===== config.mk =====
export PLATFORM = sky130hd
export DESIGN_NAME = resample_sequencer_flat
export DESIGN_NICKNAME = d
export VERILOG_FILES = /design/src/rtl/pixelscale_pkg.sv /design/src/rtl/resample_sequencer_if.sv /design/src/rtl/resample_sequencer_coord_stepper.sv /design/src/rtl/resample_sequencer.sv /design/src/flat_wrapper.sv
export SDC_FILE = /design/constraint.sdc
export NUM_CORES = 1
export LEC_CHECK = 0
export BUFFER_PORTS_ARGS = -buffer_cell sky130_fd_sc_hd__buf_2
export CORE_ASPECT_RATIO = 1.5
export CORE_MARGIN = 5
export CORE_UTILIZATION = 40
export CTS_BUF_LIST = sky130_fd_sc_hd__clkbuf_16
export CTS_CLUSTER_SIZE = 25
export DETAILED_ROUTE_END_ITERATION = 10
export PLACE_DENSITY = 0.68
export SYNTH_ARGS = -nofsm -noshare
export SYNTH_HDL_FRONTEND = slang
export SYNTH_SLANG_ARGS = --single-unit

===== constraint.sdc =====
create_clock -name clk -period 3.6 [get_ports clk]
set_clock_uncertainty 0.2 [all_clocks]
set_input_delay 0.36 -clock clk [delete_from_list [all_inputs] [get_ports clk]]
set_output_delay 0.36 -clock clk [all_outputs]
set_load 0.05 [all_outputs]

===== src/rtl/pixelscale_pkg.sv =====
// Shared types and elaboration-time helpers for the bilinear resample sequencer.
package pixelscale_pkg;

  typedef enum logic [1:0] {
    ST_IDLE,
    ST_STEP,
    ST_WAIT,
    ST_FLUSH
  } state_t;

  localparam int STEPS = 4;

  // Fixed-point source distance between neighbouring output pixels, truncated.
  function automatic int unsigned scale_step(int unsigned src, int unsigned dst, int unsigned prec);
    longint unsigned num;
    num = 64'(src - 1) << prec;
    return 32'(num / 64'(dst - 1));
  endfunction

  function automatic int acc_width(int n, int m, int prec);
    return prec + ((n > m) ? n : m) + 1;
  endfunction

endpackage


===== src/rtl/resample_sequencer_if.sv =====
// Output pixel stream: one-entry valid/ready register with a last-sample flag.
interface resample_sequencer_if;
  logic [7:0] out_data;
  logic       out_valid;
  logic       out_ready;
  logic       out_last;

  modport master (output out_data, output out_valid, output out_last, input out_ready);
  modport slave  (input out_data, input out_valid, input out_last, output out_ready);
endinterface


===== src/rtl/resample_sequencer_coord_stepper.sv =====
// One axis of the source-coordinate walk: fixed-point accumulator, integer/fraction split, edge clamp.
module coord_stepper #(
  parameter int          IW   = 8,
  parameter int          PREC = 16,
  parameter int          AW   = 25,
  parameter int          SRC  = 200,
  parameter int unsigned STEP = 0
) (
  input  logic            clk,
  input  logic            rst,
  input  logic            clr,
  input  logic            inc,
  output logic [IW-1:0]   coord,
  output logic [PREC-1:0] frac
);
  localparam int HW = AW - PREC;
  localparam logic [HW-1:0] MAX_INT   = HW'(SRC - 1);
  localparam logic [IW-1:0] MAX_COORD = IW'(SRC - 1);

  logic [AW-1:0] acc_reg;
  logic [HW-1:0] int_part;

  always_ff @(posedge clk) begin
    if (rst || clr) begin
      acc_reg <= '0;
    end else if (inc) begin
      acc_reg <= acc_reg + AW'(STEP);
    end
  end

  assign int_part = acc_reg[AW-1:PREC];

  // Past the last source sample, pin to the edge with zero fraction.
  always_comb begin
    coord = int_part[IW-1:0];
    frac  = acc_reg[PREC-1:0];
    if (int_part > MAX_INT) begin
      coord = MAX_COORD;
      frac  = '0;
    end
  end
endmodule


===== src/rtl/resample_sequencer.sv =====
// Walks output pixels/channels in raster order, drives the 4-step transform sequence
// and streams each interpolated sample through a one-entry valid/ready register.
module resample_sequencer
  import pixelscale_pkg::*;
#(
  parameter int N         = 8,
  parameter int M         = 8,
  parameter int precision = 16,
  parameter int W_in      = 200,
  parameter int H_in      = 200,
  parameter int W_out     = 400,
  parameter int H_out     = 400,
  parameter int CHANNEL   = 1
) (
  input  logic                 clk,
  input  logic                 rst,
  input  logic                 start,
  output logic                 busy,
  output logic                 done,
  output logic [N-1:0]         x_0,
  output logic [M-1:0]         y_0,
  output logic [precision-1:0] a,
  output logic [precision-1:0] b,
  output logic [1:0]           counter,
  output logic [2:0]           counter1,
  input  logic [7:0]           v,
  resample_sequencer_if.master out_if
);
  localparam int          AW = acc_width(N, M, precision);
  localparam int unsigned SX = scale_step(W_in, W_out, precision);
  localparam int unsigned SY = scale_step(H_in, H_out, precision);
  localparam int          XW = $clog2(W_out);
  localparam int          YW = $clog2(H_out);
  localparam logic [XW-1:0] X_LAST    = XW'(W_out - 1);
  localparam logic [YW-1:0] Y_LAST    = YW'(H_out - 1);
  localparam logic [1:0]    CH_LAST   = 2'(CHANNEL - 1);
  localparam logic [1:0]    STEP_LAST = 2'(STEPS - 1);

  state_t        state_reg, state_next;
  logic [1:0]    step_reg, step_next;
  logic [1:0]    ch_reg, ch_next;
  logic [XW-1:0] xi_reg, xi_next;
  logic [YW-1:0] yi_reg, yi_next;
  logic [7:0]    data_reg, data_next;
  logic          valid_reg, valid_next;
  logic          last_reg, last_next;
  logic          done_reg, done_next;
  logic          x_clr, x_inc, y_clr, y_inc;
  logic          can_capture, ch_last, frame_last;

  coord_stepper #(.IW(N), .PREC(precision), .AW(AW), .SRC(W_in), .STEP(SX)) x_stepper (
    .clk(clk), .rst(rst), .clr(x_clr), .inc(x_inc), .coord(x_0), .frac(a)
  );

  coord_stepper #(.IW(M), .PREC(precision), .AW(AW), .SRC(H_in), .STEP(SY)) y_stepper (
    .clk(clk), .rst(rst), .clr(y_clr), .inc(y_inc), .coord(y_0), .frac(b)
  );

  assign can_capture = !valid_reg || out_if.out_ready;
  assign ch_last     = (ch_reg == CH_LAST);
  assign frame_last  = ch_last && (xi_reg == X_LAST) && (yi_reg == Y_LAST);

  always_ff @(posedge clk) begin
    if (rst) begin
      state_reg <= ST_IDLE;
      step_reg  <= '0;
      ch_reg    <= '0;
      xi_reg    <= '0;
      yi_reg    <= '0;
      data_reg  <= '0;
      valid_reg <= 1'b0;
      last_reg  <= 1'b0;
      done_reg  <= 1'b0;
    end else begin
      state_reg <= state_next;
      step_reg  <= step_next;
      ch_reg    <= ch_next;
      xi_reg    <= xi_next;
      yi_reg    <= yi_next;
      data_reg  <= data_next;
      valid_reg <= valid_next;
      last_reg  <= last_next;
      done_reg  <= done_next;
    end
  end

  always_comb begin
    state_next = state_reg;
    step_next  = step_reg;
    ch_next    = ch_reg;
    xi_next    = xi_reg;
    yi_next    = yi_reg;
    data_next  = data_reg;
    valid_next = valid_reg && !out_if.out_ready;
    last_next  = last_reg && !(valid_reg && out_if.out_ready);
    done_next  = 1'b0;
    x_clr      = 1'b0;
    x_inc      = 1'b0;
    y_clr      = 1'b0;
    y_inc      = 1'b0;
    case (state_reg)
      ST_IDLE: begin
        step_next = '0;
        ch_next   = '0;
        xi_next   = '0;
        yi_next   = '0;
        x_clr     = 1'b1;
        y_clr     = 1'b1;
        if (start) state_next = ST_STEP;
      end
      ST_STEP: begin
        if (step_reg != STEP_LAST) begin
          step_next = step_reg + 2'd1;
        end else begin
          step_next = '0;
          if (can_capture) begin
            data_next  = v;
            valid_next = 1'b1;
            last_next  = frame_last;
            if (!ch_last) begin
              ch_next = ch_reg + 2'd1;
            end else begin
              ch_next = '0;
              if (frame_last) begin
                state_next = ST_FLUSH;
                xi_next    = '0;
                yi_next    = '0;
                x_clr      = 1'b1;
                y_clr      = 1'b1;
              end else if (xi_reg == X_LAST) begin
                xi_next = '0;
                x_clr   = 1'b1;
                yi_next = yi_reg + YW'(1);
                y_inc   = 1'b1;
              end else begin
                xi_next = xi_reg + XW'(1);
                x_inc   = 1'b1;
              end
            end
          end else begin
            // The stall disturbs the transform accumulator, so all 4 steps rerun later.
            state_next = ST_WAIT;
          end
        end
      end
      ST_WAIT: begin
        step_next = '0;
        if (can_capture) state_next = ST_STEP;
      end
      ST_FLUSH: begin
        if (valid_reg && out_if.out_ready) begin
          done_next  = 1'b1;
          state_next = ST_IDLE;
        end
      end
      default: state_next = ST_IDLE;
    endcase
  end

  assign busy              = (state_reg != ST_IDLE);
  assign done              = done_reg;
  assign counter           = ch_reg;
  assign counter1          = {1'b0, step_reg};
  assign out_if.out_data   = data_reg;
  assign out_if.out_valid  = valid_reg;
  assign out_if.out_last   = last_reg;
endmodule


===== src/flat_wrapper.sv =====
// flat-port wrapper written by rule: the top's interface ports become plain ports
module resample_sequencer_flat import pixelscale_pkg::*;
#(
  parameter int N         = 8,
  parameter int M         = 8,
  parameter int precision = 16,
  parameter int W_in      = 200,
  parameter int H_in      = 200,
  parameter int W_out     = 400,
  parameter int H_out     = 400,
  parameter int CHANNEL   = 1
)
  (clk, rst, start, busy, done, x_0, y_0, a, b, counter, counter1, v, out_if_out_data, out_if_out_valid, out_if_out_last, out_if_out_ready);
  resample_sequencer_if out_if_i ();
  input  logic clk;
  input  logic rst;
  input  logic start;
  output logic busy;
  output logic done;
  output logic [N-1:0] x_0;
  output logic [M-1:0] y_0;
  output logic [precision-1:0] a;
  output logic [precision-1:0] b;
  output logic [1:0] counter;
  output logic [2:0] counter1;
  input  logic [7:0] v;
  output wire logic [$bits(out_if_i.out_data)-1:0] out_if_out_data;
  output wire logic [$bits(out_if_i.out_valid)-1:0] out_if_out_valid;
  output wire logic [$bits(out_if_i.out_last)-1:0] out_if_out_last;
  input wire logic [$bits(out_if_i.out_ready)-1:0] out_if_out_ready;
  assign out_if_out_data = out_if_i.out_data;
  assign out_if_out_valid = out_if_i.out_valid;
  assign out_if_out_last = out_if_i.out_last;
  assign out_if_i.out_ready = out_if_out_ready;
  resample_sequencer #(.N(N), .M(M), .precision(precision), .W_in(W_in), .H_in(H_in), .W_out(W_out), .H_out(H_out), .CHANNEL(CHANNEL)) u_core (.clk(clk), .rst(rst), .start(start), .busy(busy), .done(done), .x_0(x_0), .y_0(y_0), .a(a), .b(b), .counter(counter), .counter1(counter1), .v(v), .out_if(out_if_i));
endmodule

# --- Yosys cells after proc, flatten, opt, wreduce, memory -nomap -nowiden ---
# Index checks and enable logic that the tools add are counted.
word_totals:
  output_inout_bits: 65
  in_bits: 12
  elab_cells: 118
  register_bits: 85
op_classes:
  n_mux: 59
  n_addsub: 6
  eq_ne: 15
  reduce_logical: 23
  n_bitwise: 2
  n_lt_le_gt_ge: 2
op_table:
  columns: ["operator", "n"]
  rows:
  - ["9-bit 2-to-1 mux", 10]
  - ["25-bit by 15-bit adder with 25-bit output, second input constant", 2]
  - ["9-bit case mux with 2 select lines", 2]
  - ["16-bit 2-to-1 mux", 2]
  - ["1-bit 2-to-1 mux", 27]
  - ["2-bit 2-to-1 mux", 11]
  - ["9-bit by 1-bit adder with 9-bit output, second input constant", 2]
  - ["9-bit == test, second input constant", 2]
  - ["9-bit by 8-bit greater-than comparator with 1-bit output, second input constant", 2]
  - ["8-bit 2-to-1 mux", 2]
  - ["2-bit by 1-bit inequality test with 1-bit output, second input constant", 4]
  - ["2-bit case mux with 2 select lines", 2]
  - ["2-bit case mux with 4 select lines", 1]
  - ["2-bit inequality test, second input constant", 3]
  - ["3-bit inequality test, second input constant", 2]
  - ["3-bit AND reduction", 2]
  - ["6-bit AND reduction", 1]
  - ["2-bit nonzero test", 3]
  - ["1-bit logical AND", 5]
  - ["5-bit AND reduction", 1]
  - ["2-bit by 1-bit adder with 2-bit output, second input constant", 2]
  - ["2-bit == test, second input constant", 2]
  - ["2-bit logical NOT", 2]
  - ["1-bit case mux with 2 select lines", 2]
  - ["7 further kinds", 13]

# --- Depth between registers and ports, before layout ---
# Gate-level depths: netlist of run 1.
logic_depth:
  ltp_word: 9
  depth_mapped: 8

# --- Modules after synthesis ---
# Synthesis of run 1 repeated with hierarchy kept, for this count alone.
hier_totals:
  cells_unflattened: 590
  hier_area_um2: 4772.1
by_module_without_submodules:
  columns: ["mod", "instances", "cells_per_inst", "seq_area_each_um2", "area_each_um2"]
  rows:
  - ["coord_stepper", 2, 190, 500.5, 1522.7]
  - ["resample_sequencer", 1, 210, 700.7, 1726.7]

# --- Worst setup path after synthesis of run 1 ---
# No wires, ideal clock.
synth_timing:
  path_kind: "register to register"
  startpoint: "register u_core.step_reg[0]"
  endpoint: "register u_core.x_stepper.acc_reg[10]"
  arrival_ps: 2483
  path_buffers: 1
  stages_incl_launch_ff: 8
  period_less_slack_ps: 2753
  required_time_ps: 3329
  setup_ps: 71
  path_slack_ps: 847
  cell_sequence: "dfxtp_1 -> ha_1 -> and3b_2 -> nand3_2 -> or4_1 -> clkbuf_1 -> or4_1 -> a21oi_1"
synth_via:
  elab_chain_cells: 4
synth_lines:
  columns: ["item", "line_no", "text"]
  rows:
  - ["start, declared", "resample_sequencer.sv:40", "logic [1:0] step_reg, step_next;"]
  - ["start signal, assigned", "resample_sequencer.sv:76", "step_reg <= step_next;"]
  - ["2-bit inequality test (*)", "resample_sequencer.sv:112", "if (step_reg != STEP_LAST) begin"]
  - ["1-bit 2-to-1 mux", "resample_sequencer.sv:112", null]
  - ["1-bit case mux with 2 select lines", "resample_sequencer.sv:101", "case (state_reg)"]
  - ["1-bit logical OR", "resample_sequencer_coord_stepper.sv:24", "if (rst || clr) begin"]
  - ["end signal, assigned", "resample_sequencer_coord_stepper.sv:27", "acc_reg <= acc_reg + AW'(STEP);"]
  - ["end, declared", "resample_sequencer_coord_stepper.sv:20", "logic [AW-1:0] acc_reg;"]
# Every way passes the cells marked *; elsewhere a longest branch is shown, timed or not.
# A chain may end at the register's enable or synchronous reset.

# --- Worst setup path after layout of run 1 ---
layout_timing:
  startpoint: "register u_core.step_reg[0]"
  endpoint: "register u_core.y_stepper.acc_reg[18]"
layout_via:
  elab_chain_cells: 4
layout_lines:
  columns: ["item", "line_no"]
  rows:
  - ["2-bit inequality test (*)", "resample_sequencer.sv:112"]
  - ["1-bit 2-to-1 mux", "resample_sequencer.sv:112"]
  - ["1-bit case mux with 2 select lines", "resample_sequencer.sv:101"]
  - ["1-bit logical OR", "resample_sequencer_coord_stepper.sv:24"]
  - ["end signal, assigned", "resample_sequencer_coord_stepper.sv:27"]
  - ["end, declared", "resample_sequencer_coord_stepper.sv:20"]
# Marked as above.

==> impl_metrics.json, run 1 <==
{
  "regArea_mm2": 0.00170,
  "power.density_mw_per_mm2": 363,
  "cts_inserted_buffers": 9,
  "h-tree-depth": 3,
  "detail_route.vias_per_cell": 5.49,
  "swShare_pct": 21.2,
  "yosys_warnings": 0,
  "cts_tree": "done",
  "grt_pass1_wl_mm": 17.8,
  "crit_chain": "ha_1 -> and3b_2 -> and3_1 -> buf_4 -> nand4_1 -> or4_1 -> a21oi_1",
  "dr.pass1.iters": 4,
  "fin_tns_setup_ns": 0,
  "maxSlewViolCount": 0,
  "netlist_top_cells_area": "dfxtp_1 (39%), and2_1 (5.9%), a21oi_1 (5.4%)",
  "antenna_found_initial": 0,
  "diodes": 0,
  "clk_pin_slew_ns": 0.06,
  "io-pin-count": 77,
  "path_buf_inv": 1,
  "post-route-period-util_pct": 80.0,
  "synth_nets": 535,
  "worst_slew_pin_slew_ns": 0.934,
  "clk_latency_ns": 0.34,
  "synth_compound_area_share_pct": 16.3,
  "finalNetCount": 603,
  "max_clock_freq_mhz": 347,
  "fin_crit_ns": 2.88,
  "finalWeightedCongestion": 0.786,
  "num_vias": 4019,
  "setup_viol_count_final": 0,
  "io_buffers": 75,
  "cp.required_ns": 3.66,
  "critPathCaptureType": "flop",
  "synthXorXnorAreaFrac_pct": 4.80,
  "drive_gt1_share_pct": 20.4,
  "synthAdderAreaFrac_pct": 2.00,
  "power_frac_clock_pct": 46.5,
  "synthCells": 516,
  "ys_types": 61,
  "groute.usage.overall_pct": 16.2,
  "cpPeakStageDelay_ns": 0.67,
  "rsz0062_at_grt": "false",
  "synth_seq_area_share_pct": 38.8,
  "dieHeight_um": 138,
  "ys.flop_type": "dfxtp_1",
  "drc": 0,
  "fillers": 1009,
  "grt_start_max_net_pins": 33,
  "seqPwrFrac_pct": 50.4,
  "setup.worst_path.class": "flop to flop",
  "cp_slowest_cell": "or4_1",
  "synth.avg_cell_area_um2": 8.49,
  "synth_top_area_share_pct": 38.8,
  "status": "finished clean",
  "clock_path_buffers": 2,
  "place_area_mm2": 0.00491,
  "postRouteAntennaNets": 0,
  "cts.sinks": 85,
  "p_leak_nw": 2.03,
  "initial_utilization_pct": 41.2,
  "switching_power_w": 0.000398,
  "slew_headroom_pct": 37.5,
  "hold_path_class": "input port to flop",
  "ctsResizeCount": 0,
  "synth_top_family_by_area": "simple AND/OR/NAND/NOR gates",
  "fin_cells": 732,
  "hold_buffers": 0,
  "yosysTopAreaCell": "dfxtp_1",
  "path_delay_family": "simple AND/OR/NAND/NOR gates",
  "core_area_mm2": 0.0106,
  "synthesis.area_mm2": 0.00438,
  "synthMuxAreaShare_pct": 2.74,
  "final_area_mm2": 0.00518,
  "drt-total-wl_mm": 10.4,
  "ys_ff_latch": 85,
  "intPower_w": 0.00148,
  "arrival_ns": 2.94,
  "multi_input_area_mm2": 0.00255,
  "cts_setup_buffers": 0,
  "p_comb_share_pct": 3.1,
  "synthArstFlopShare_pct": 0,
  "dp_cells": 717,
  "cp-start-kind": "flop",
  "dieArea_mm2": 0.0132,
  "avgRoutedWirePerCell_um": 14.2,
  "hpwlAfterDp_mm": 7.48,
  "grt.overflow.total": 0,
  "worstPathMaxFanout": 18,
  "syn_to_final_growth_pct": 18.3,
  "grt_pass1_vias": 3950,
  "drtIter0Drc": 187,
  "rows": 46,
  "synth-simple-area-share_pct": 31.9,
  "ctsRootBufferMaster": "clkbuf_16",
  "peakVddDrop_v": 0.000266,
  "synth_edf_count": 0,
  "finalHoldViolations": 0,
  "die_x_um": 95.5,
  "drv_cap": 0
}
## routing by layer
metal / GRT usage (%) / wire (um) / vias up
met2: 28.2 / 5340 / 81
li1: - / - / 2013
met3: 4.02 / 498 / 10
met4: 6.07 / 124 / 0
met1: 18.6 / 4450 / 1915
met5: 0 / 0 / -
## synthesized netlist by cell type, types with 13 or more instances
library cell  count
nand3_1          14
o21ai_0          20
nor2_1           47
and2_1           41
dfxtp_1          85
or4_1            23
o31ai_1          17
clkbuf_1         19
xor2_1           13
a21oi_1          47
or3_1            24
nand4_1          13
nand2_1          21
## area by class of cell
cell class	instances	share of cell area, %
Tap cell	144	3.48
Inverter	10	0.724
Clock inverter	6	0.965
Timing Repair Buffer	83	8.40
Clock buffer	9	4.34
Multi-Input combinational cell	395	49.3
Sequential cell	85	32.8
## worst reg2reg max path, stage by stage, from the launching register on
cell,delay (ns)
dfxtp_1,0.38
ha_1,0.27
and3b_2,0.24
and3_1,0.15
buf_4,0.19
nand4_1,0.54
or4_1,0.67
a21oi_1,0.16
## cells by family after synthesis
family	Yosys count
AOI/OAI and AO/OA	115
xor gates and xnor gates	24
adders and majority gates	7
buffers and inverters	36
DFF	85
muxes	12
other	1
and+or+nand+nor	236
## stage by stage
step / worst slack, ns / hold slack, ns / power [W] / utilization [%]
final: 0.721 / 0.0595 / 0.00188 / 48.7
after global routing: 0.516 / 0.0630 / 0.00194 / 48.7
after CTS: 0.744 / 0.0505 / 0.00190 / 48.7
after detailed placement: 0.771 / 0.280 / 0.00103 / 46.1
after global placement: 0.901 / 0.269 / 0.00103 / 46.1
after floorplan: 0.847 / 0.254 / 0.00101 / -
## power by group through the flow
| stage | Clock, W | Sequential, W | Combinational (W) |
|---|---|---|---|
| 2_1_floorplan | 0 | 0.000969 | 0.0000380 |
| 3_3_place_gp | 0 | 0.000967 | 0.0000578 |
| 3_5_place_dp | 0 | 0.000968 | 0.0000589 |
| 4_1_cts | 0.000892 | 0.000947 | 0.0000589 |
| 5_1_grt | 0.000929 | 0.000947 | 0.0000645 |
| 6_report | 0.000875 | 0.000947 | 0.0000587 |
## placed cells by master (no fill, tap or decap), drive strengths merged, types with 12 or more instances in the layout
cell type  count
a21oi         48
and2          41
buf           83
dfxtp         85
inv           14
mux2i         12
nand2         21
nand3         15
nand4         13
nor2          47
o21ai         22
o31ai         18
or3           24
or4           27
xor2          13
## path summary, 6_finish.rpt
path                                                 from                           end  slack, ns  cells past startpoint
worst max-delay path                   u_core.step_reg[0]  u_core.y_stepper.acc_reg[18]       0.72                      7
worst min-delay path                                 v[0]     u_core.out_if.out_data[0]       0.06                      3
worst max register to register         u_core.step_reg[0]  u_core.y_stepper.acc_reg[18]       0.72                      7
worst min register to register  u_core.out_if.out_data[0]     u_core.out_if.out_data[0]       0.29                      2
(Power assumes the default switching activity.)
==> inputs of run 2 (changes only) <==
==> constraint.sdc (replaced) <==
create_clock -name clk -period 2.8 [get_ports clk]
set_clock_uncertainty 0.2 [all_clocks]
set_input_delay 0.28 -clock clk [delete_from_list [all_inputs] [get_ports clk]]
set_output_delay 0.28 -clock clk [all_outputs]
set_load 0.05 [all_outputs]
==> run 2 against run 1 <==
Register-to-register slack got worse by 0.55 ns. Clock power rose by 31%. Via count rose by 1.3%. Non-clock buffer count rose by 17. Count of clock-buffer cells in the layout did not move. Utilization rose by 1.8 points. Critical path depth fell by 2. Final area rose by 3.7%. Final cell count rose by 2.5%. Critical endpoint is now a[9]. Largest power group unchanged.
==> impl_metrics.json, run 2 (synthesized netlist as in run 1, its figures left out) <==
{
  "maxSlewViolCount": 0,
  "layout_commonest_cell": "dfxtp_1",
  "groute.usage.overall_pct": 16.3,
  "cts_tree": "done",
  "cts.sinks": 85,
  "core_area_mm2": 0.0106,
  "post-route-period-util_pct": 94.4,
  "cts_inserted_buffers": 9,
  "multi_input_area_mm2": 0.00258,
  "diodes": 0,
  "power_frac_clock_pct": 46.7,
  "antenna_found_initial": 0,
  "finalHoldViolations": 0,
  "rows": 46,
  "path_delay_family": "simple AND/OR/NAND/NOR gates",
  "worstPathMaxFanout": 17,
  "finalWeightedCongestion": 0.846,
  "dieArea_mm2": 0.0132,
  "swShare_pct": 21.6,
  "cp.required_ns": 2.32,
  "postRouteAntennaNets": 0,
  "critPathCaptureType": "output pin",
  "initial_utilization_pct": 41.2,
  "die_x_um": 95.5,
  "ctsRootBufferMaster": "clkbuf_16",
  "pre_cts_ws_ns": 0.0621,
  "drive_gt1_share_pct": 21.8,
  "hpwlAfterDp_mm": 7.71,
  "io_buffers": 75,
  "p_comb_share_pct": 3.6,
  "avgRoutedWirePerCell_um": 14.2,
  "setup_viol_count_final": 0,
  "fillers": 1036,
  "intPower_w": 0.00192,
  "cp-start-kind": "flop",
  "dp_cells": 726,
  "grt_pass1_wl_mm": 17.7,
  "status": "finished clean",
  "peakVddDrop_v": 0.000312,
  "grt_pass1_vias": 3846,
  "switching_power_w": 0.000529,
  "p_leak_nw": 2.11,
  "fin_ws_ns": 0.158,
  "power.density_mw_per_mm2": 456,
  "h-tree-depth": 3,
  "clk_pin_slew_ns": 0.06,
  "setup.worst_path.class": "flop to output pin",
  "cpPeakStageDelay_ns": 0.40,
  "drtIter0Drc": 190,
  "path_buf_inv": 2,
  "hold_path_class": "input port to flop",
  "crit_chain": "or3_1 -> a31oi_2 -> buf_4 -> and2_1 -> buf_2",
  "syn_to_final_growth_pct": 22.7,
  "cts_setup_buffers": 0,
  "whs_ns": 0.0383,
  "fin_tns_setup_ns": 0,
  "io-pin-count": 77,
  "detail_route.vias_per_cell": 5.43,
  "clk_latency_ns": 0.34,
  "drv_cap": 0,
  "drt-total-wl_mm": 10.6,
  "fin_cells": 750,
  "num_vias": 4072,
  "arrival_ns": 2.16,
  "cp_slowest_cell": "or3_1",
  "dieHeight_um": 138,
  "fin_crit_ns": 2.64,
  "drc": 0,
  "seqPwrFrac_pct": 49.7,
  "final_cell_mix": "dfxtp_1 (85), buf_2 (75), nor2_1 (47), a21oi_1 (47), and2_1 (41)",
  "clock_path_buffers": 2,
  "grt_start_max_net_pins": 33,
  "slew_headroom_pct": 59.5,
  "max_clock_freq_mhz": 379,
  "worst_slew_pin_slew_ns": 0.599,
  "rsz0062_at_grt": "false",
  "finalNetCount": 620,
  "p_total_w": 0.00245,
  "regArea_mm2": 0.00170,
  "dr.pass1.iters": 5,
  "grt.overflow.total": 0
}
-- run 2: cell count changes in the layout (fill, tap and decap cells not counted), sizes merged --
cell         before  now
dlygate4sd3       0    8
inv              14   11
clkinv            1    4
clkinvlp          0    1
buf              83   92
-- run 2: worst paths after layout --
kind | from | end | slack, ns | depth (start not counted)
hold / removal | start | u_core.state_reg[0] | 0.04 | 3
setup / recovery | u_core.x_stepper.acc_reg[19] | a[9] | 0.16 | 5
hold reg to reg | u_core.out_if.out_data[5] | u_core.out_if.out_data[5] | 0.30 | 2
setup reg to reg | u_core.xi_reg[0] | u_core.yi_reg[2] | 0.17 | 6
-- run 2: layer usage --
| layer | GRT usage, % | up-vias | wire length [um] |
|---|---|---|---|
| met4 | 6.82 | 0 | 203 |
| met5 | 0 | - | 0 |
| met2 | 28.4 | 78 | 5430 |
| met3 | 3.85 | 12 | 542 |
| li1 | - | 2057 | - |
| met1 | 18.5 | 1925 | 4460 |
-- run 2: final cells by class --
class | instances | area share, %
clock buffers | 9 | 4.19
well taps | 144 | 3.35
repair buffers | 100 | 11.1
inverters | 10 | 0.698
clock inverters | 7 | 1.07
multi-input cells | 395 | 48.0
flip-flops and latches | 85 | 31.6
-- run 2: what timing repair did --
item / 4_1_cts / 5_1_grt
pin swaps: 0 / 1
hold buffers: 8 / 0
setup endpoints to repair: 14 / 13
gates cloned: 0 / 0
endpoints found under the hold margin: 8 / 0
resized for setup: 1 / 3
-- run 2: metrics by stage --
step / area (um2) / util [%]
global route: 5380 / 50.5
global placement: 4990 / 46.9
floorplan: 4380 / -
detailed placement: 4990 / 46.9
finish: 5380 / 50.5
CTS: 5360 / 50.3
-- run 2: tightest hold or removal path: cells and delay by family --
family          cells  cell delay [ns]
compound gates      1             0.05
buf+inv             1             0.10
simple gates        1             0.10
-- run 2: power groups by stage --
stage	sequential [W]	combinational (W)	clock [W]
2_1_floorplan	0.00125	0.0000489	0
4_1_cts	0.00122	0.0000883	0.00117
6_report	0.00122	0.0000877	0.00115
3_5_place_dp	0.00124	0.0000797	0
3_3_place_gp	0.00124	0.0000782	0
5_1_grt	0.00122	0.0000957	0.00123
==> inputs of run 3 (changes only) <==
--- a/config.mk
+++ b/config.mk
@@ -8,11 +8,11 @@
 export BUFFER_PORTS_ARGS = -buffer_cell sky130_fd_sc_hd__buf_2
 export CORE_ASPECT_RATIO = 1.5
 export CORE_MARGIN = 5
-export CORE_UTILIZATION = 40
+export CORE_UTILIZATION = 35
 export CTS_BUF_LIST = sky130_fd_sc_hd__clkbuf_16
 export CTS_CLUSTER_SIZE = 25
 export DETAILED_ROUTE_END_ITERATION = 10
-export PLACE_DENSITY = 0.68
+export PLACE_DENSITY = 0.62
 export SYNTH_ARGS = -nofsm -noshare
 export SYNTH_HDL_FRONTEND = slang
 export SYNTH_SLANG_ARGS = --single-unit
==> run 3 against run 2 <==
Global-route usage decreased by 1.6 points. Sequential share of layout area decreased by 0.26 points. Final area increased by 0.84%. Sequential cell count unchanged. Final cell count increased by 2.1%. Critical endpoint is now u_core.x_stepper.acc_reg[24]. Power increased by 3.7%. Worst setup slack improved by 0.0032 ns. Via count increased by 0.32%. Count of clock-buffer cells in the layout unchanged. Routed wire length increased by 1.6%. Combinational power increased by 4.7%. Die area increased by 13%.
==> impl_metrics.json, run 3 (synthesized netlist as in run 1, its figures left out) <==
{
  "status": "finished clean",
  "rrSetupSlack_ns": 0.16,
  "hold_end": "u_core.done",
  "layout_commonest_cell": "dfxtp_1",
  "setup.worst_path.class": "flop to flop",
  "dieHeight_um": 147,
  "postRouteAntennaNets": 0,
  "die_x_um": 101,
  "arrival_ns": 2.70,
  "max_clock_freq_mhz": 379,
  "slew_headroom_pct": 62.9,
  "r2r_start": "u_core.step_reg[0]",
  "drt-total-wl_mm": 10.8,
  "maxSlewViolCount": 0,
  "post-route-period-util_pct": 94.2,
  "intPower_w": 0.00202,
  "diodes": 0,
  "cts.sinks": 85,
  "drive_gt1_share_pct": 22.1,
  "power_frac_clock_pct": 48.6,
  "dieArea_mm2": 0.0149,
  "finalWeightedCongestion": 0.813,
  "num_vias": 4085,
  "drv_cap": 0,
  "final_cell_mix": "dfxtp_1 (85), buf_2 (75), nor2_1 (47), a21oi_1 (47), and2_1 (41)",
  "cp-start-kind": "flop",
  "fin_cells": 766,
  "peakVddDrop_v": 0.000327,
  "seqPwrFrac_pct": 47.8,
  "min_from": "out_if_out_ready",
  "crit_chain": "ha_1 -> and3b_2 -> nand3_2 -> buf_4 -> nor4_1 -> or4b_2 -> a21oi_1",
  "initial_utilization_pct": 35.4,
  "h-tree-depth": 3,
  "final_area_mm2": 0.00542,
  "finalNetCount": 625,
  "rr_endpoint": "u_core.x_stepper.acc_reg[24]",
  "antenna_found_initial": 0,
  "detail_route.vias_per_cell": 5.33,
  "clock_path_buffers": 2,
  "whs_ns": 0.0508,
  "grt.overflow.total": 0,
  "dr.pass1.iters": 4,
  "grt_start_max_net_pins": 23,
  "drc": 0,
  "rr_worst_depth": 7,
  "core_area_mm2": 0.0124,
  "fin_tns_setup_ns": 0,
  "switching_power_w": 0.000527,
  "io-pin-count": 77,
  "hold_path_class": "input port to flop",
  "p_leak_nw": 2.13,
  "cts_inserted_buffers": 9,
  "cts_tree": "done",
  "cp.required_ns": 2.86,
  "setup_viol_count_final": 0,
  "hpwlAfterDp_mm": 7.89,
  "cp_slowest_cell": "or4b_2",
  "rows": 50,
  "place_area_mm2": 0.00503,
  "swShare_pct": 20.7,
  "finalHoldViolations": 0,
  "cpPeakStageDelay_ns": 0.62,
  "worstPathMaxFanout": 8,
  "groute.usage.overall_pct": 14.6,
  "clk_latency_ns": 0.34,
  "io_buffers": 75,
  "fillers": 1249,
  "drtIter0Drc": 135,
  "avgRoutedWirePerCell_um": 14.1,
  "final_core_util_pct": 43.8,
  "clk_pin_slew_ns": 0.06,
  "critPathCaptureType": "flop",
  "rsz0062_at_grt": "false",
  "ctsRootBufferMaster": "clkbuf_16",
  "dp_cells": 743,
  "syn_to_final_growth_pct": 23.8,
  "grt_pass1_vias": 3917,
  "holdPathStages": 3,
  "power.density_mw_per_mm2": 469,
  "p_comb_share_pct": 3.6,
  "worst_slew_pin_slew_ns": 0.556,
  "grt_pass1_wl_mm": 17.9,
  "fin_crit_ns": 2.64
}
## run 3: cell types whose count changed in the layout (fill, tap and decap cells not counted), sizes merged
| cell | previous run | this run |
|---|---|---|
| buf | 92 | 97 |
| clkinv | 4 | 3 |
| clkinvlp | 1 | 0 |
| bufinv | 1 | 2 |
## run 3: power groups by stage
stage / Sequential (W) / Combinational [W] / Clock (W)
4_1_cts: 0.00122 / 0.0000922 / 0.00127
6_report: 0.00122 / 0.0000918 / 0.00123
3_5_place_dp: 0.00124 / 0.0000837 / 0
5_1_grt: 0.00122 / 0.000101 / 0.00132
2_1_floorplan: 0.00125 / 0.0000489 / 0
3_3_place_gp: 0.00124 / 0.0000822 / 0
## run 3: layer usage
layer / wire [um] / global-route usage [%] / up-vias
met5: 0 / 0 / -
met4: 192 / 5.72 / 0
met3: 489 / 3.90 / 12
met2: 5500 / 25.7 / 72
met1: 4620 / 16.5 / 1942
li1: - / - / 2059
## run 3: repair_timing
action / in CTS / in global routing
gates resized for setup: 0 / 1
setup buffers: 0 / 0
hold buffers: 8 / 0
endpoints found under the hold margin: 8 / 0
setup endpoints to repair: 0 / 5
## run 3: cell type report
class | instances | area, um2 | share of cell area [%]
clock buffers | 9 | 225 | 4.15
clock inverters | 6 | 80.1 | 1.48
well taps | 156 | 195 | 3.60
flip-flops and latches | 85 | 1700 | 31.4
multi-input cells | 395 | 2560 | 47.3
inverters | 10 | 37.5 | 0.692
repair buffers | 105 | 621 | 11.4
## run 3: per-stage QoR
stage | setup WS, ns | power, W
2_1_floorplan | 0.0465 | 0.00130
4_1_cts | 0.150 | 0.00258
6_report | 0.161 | 0.00254
5_1_grt | 0.0350 | 0.00264
3_5_place_dp | 0.176 | 0.00133
3_3_place_gp | 0.259 | 0.00133
## run 3: how the worst max path moves through the flow
| stage | start | endpoint |
|---|---|---|
| after floorplan | u_core.step_reg[0] | u_core.x_stepper.acc_reg[10] |
| after global placement | u_core.step_reg[0] | u_core.x_stepper.acc_reg[24] |
| after detailed placement | u_core.step_reg[0] | u_core.x_stepper.acc_reg[24] |
| after CTS | u_core.step_reg[0] | u_core.x_stepper.acc_reg[24] |
| after global routing | u_core.step_reg[0] | u_core.x_stepper.acc_reg[24] |
| final | u_core.step_reg[0] | u_core.x_stepper.acc_reg[24] |
## run 3: critical path: cells and delay by family (launching register included)
family / cells / cell delay, ns
AO/OA/AOI/OAI: 1 / 0.16
adder cells (fa/ha/maj): 1 / 0.21
AND/OR/NAND/NOR: 4 / 1.39
buffers and inverters: 1 / 0.23
flip-flops: 1 / 0.38
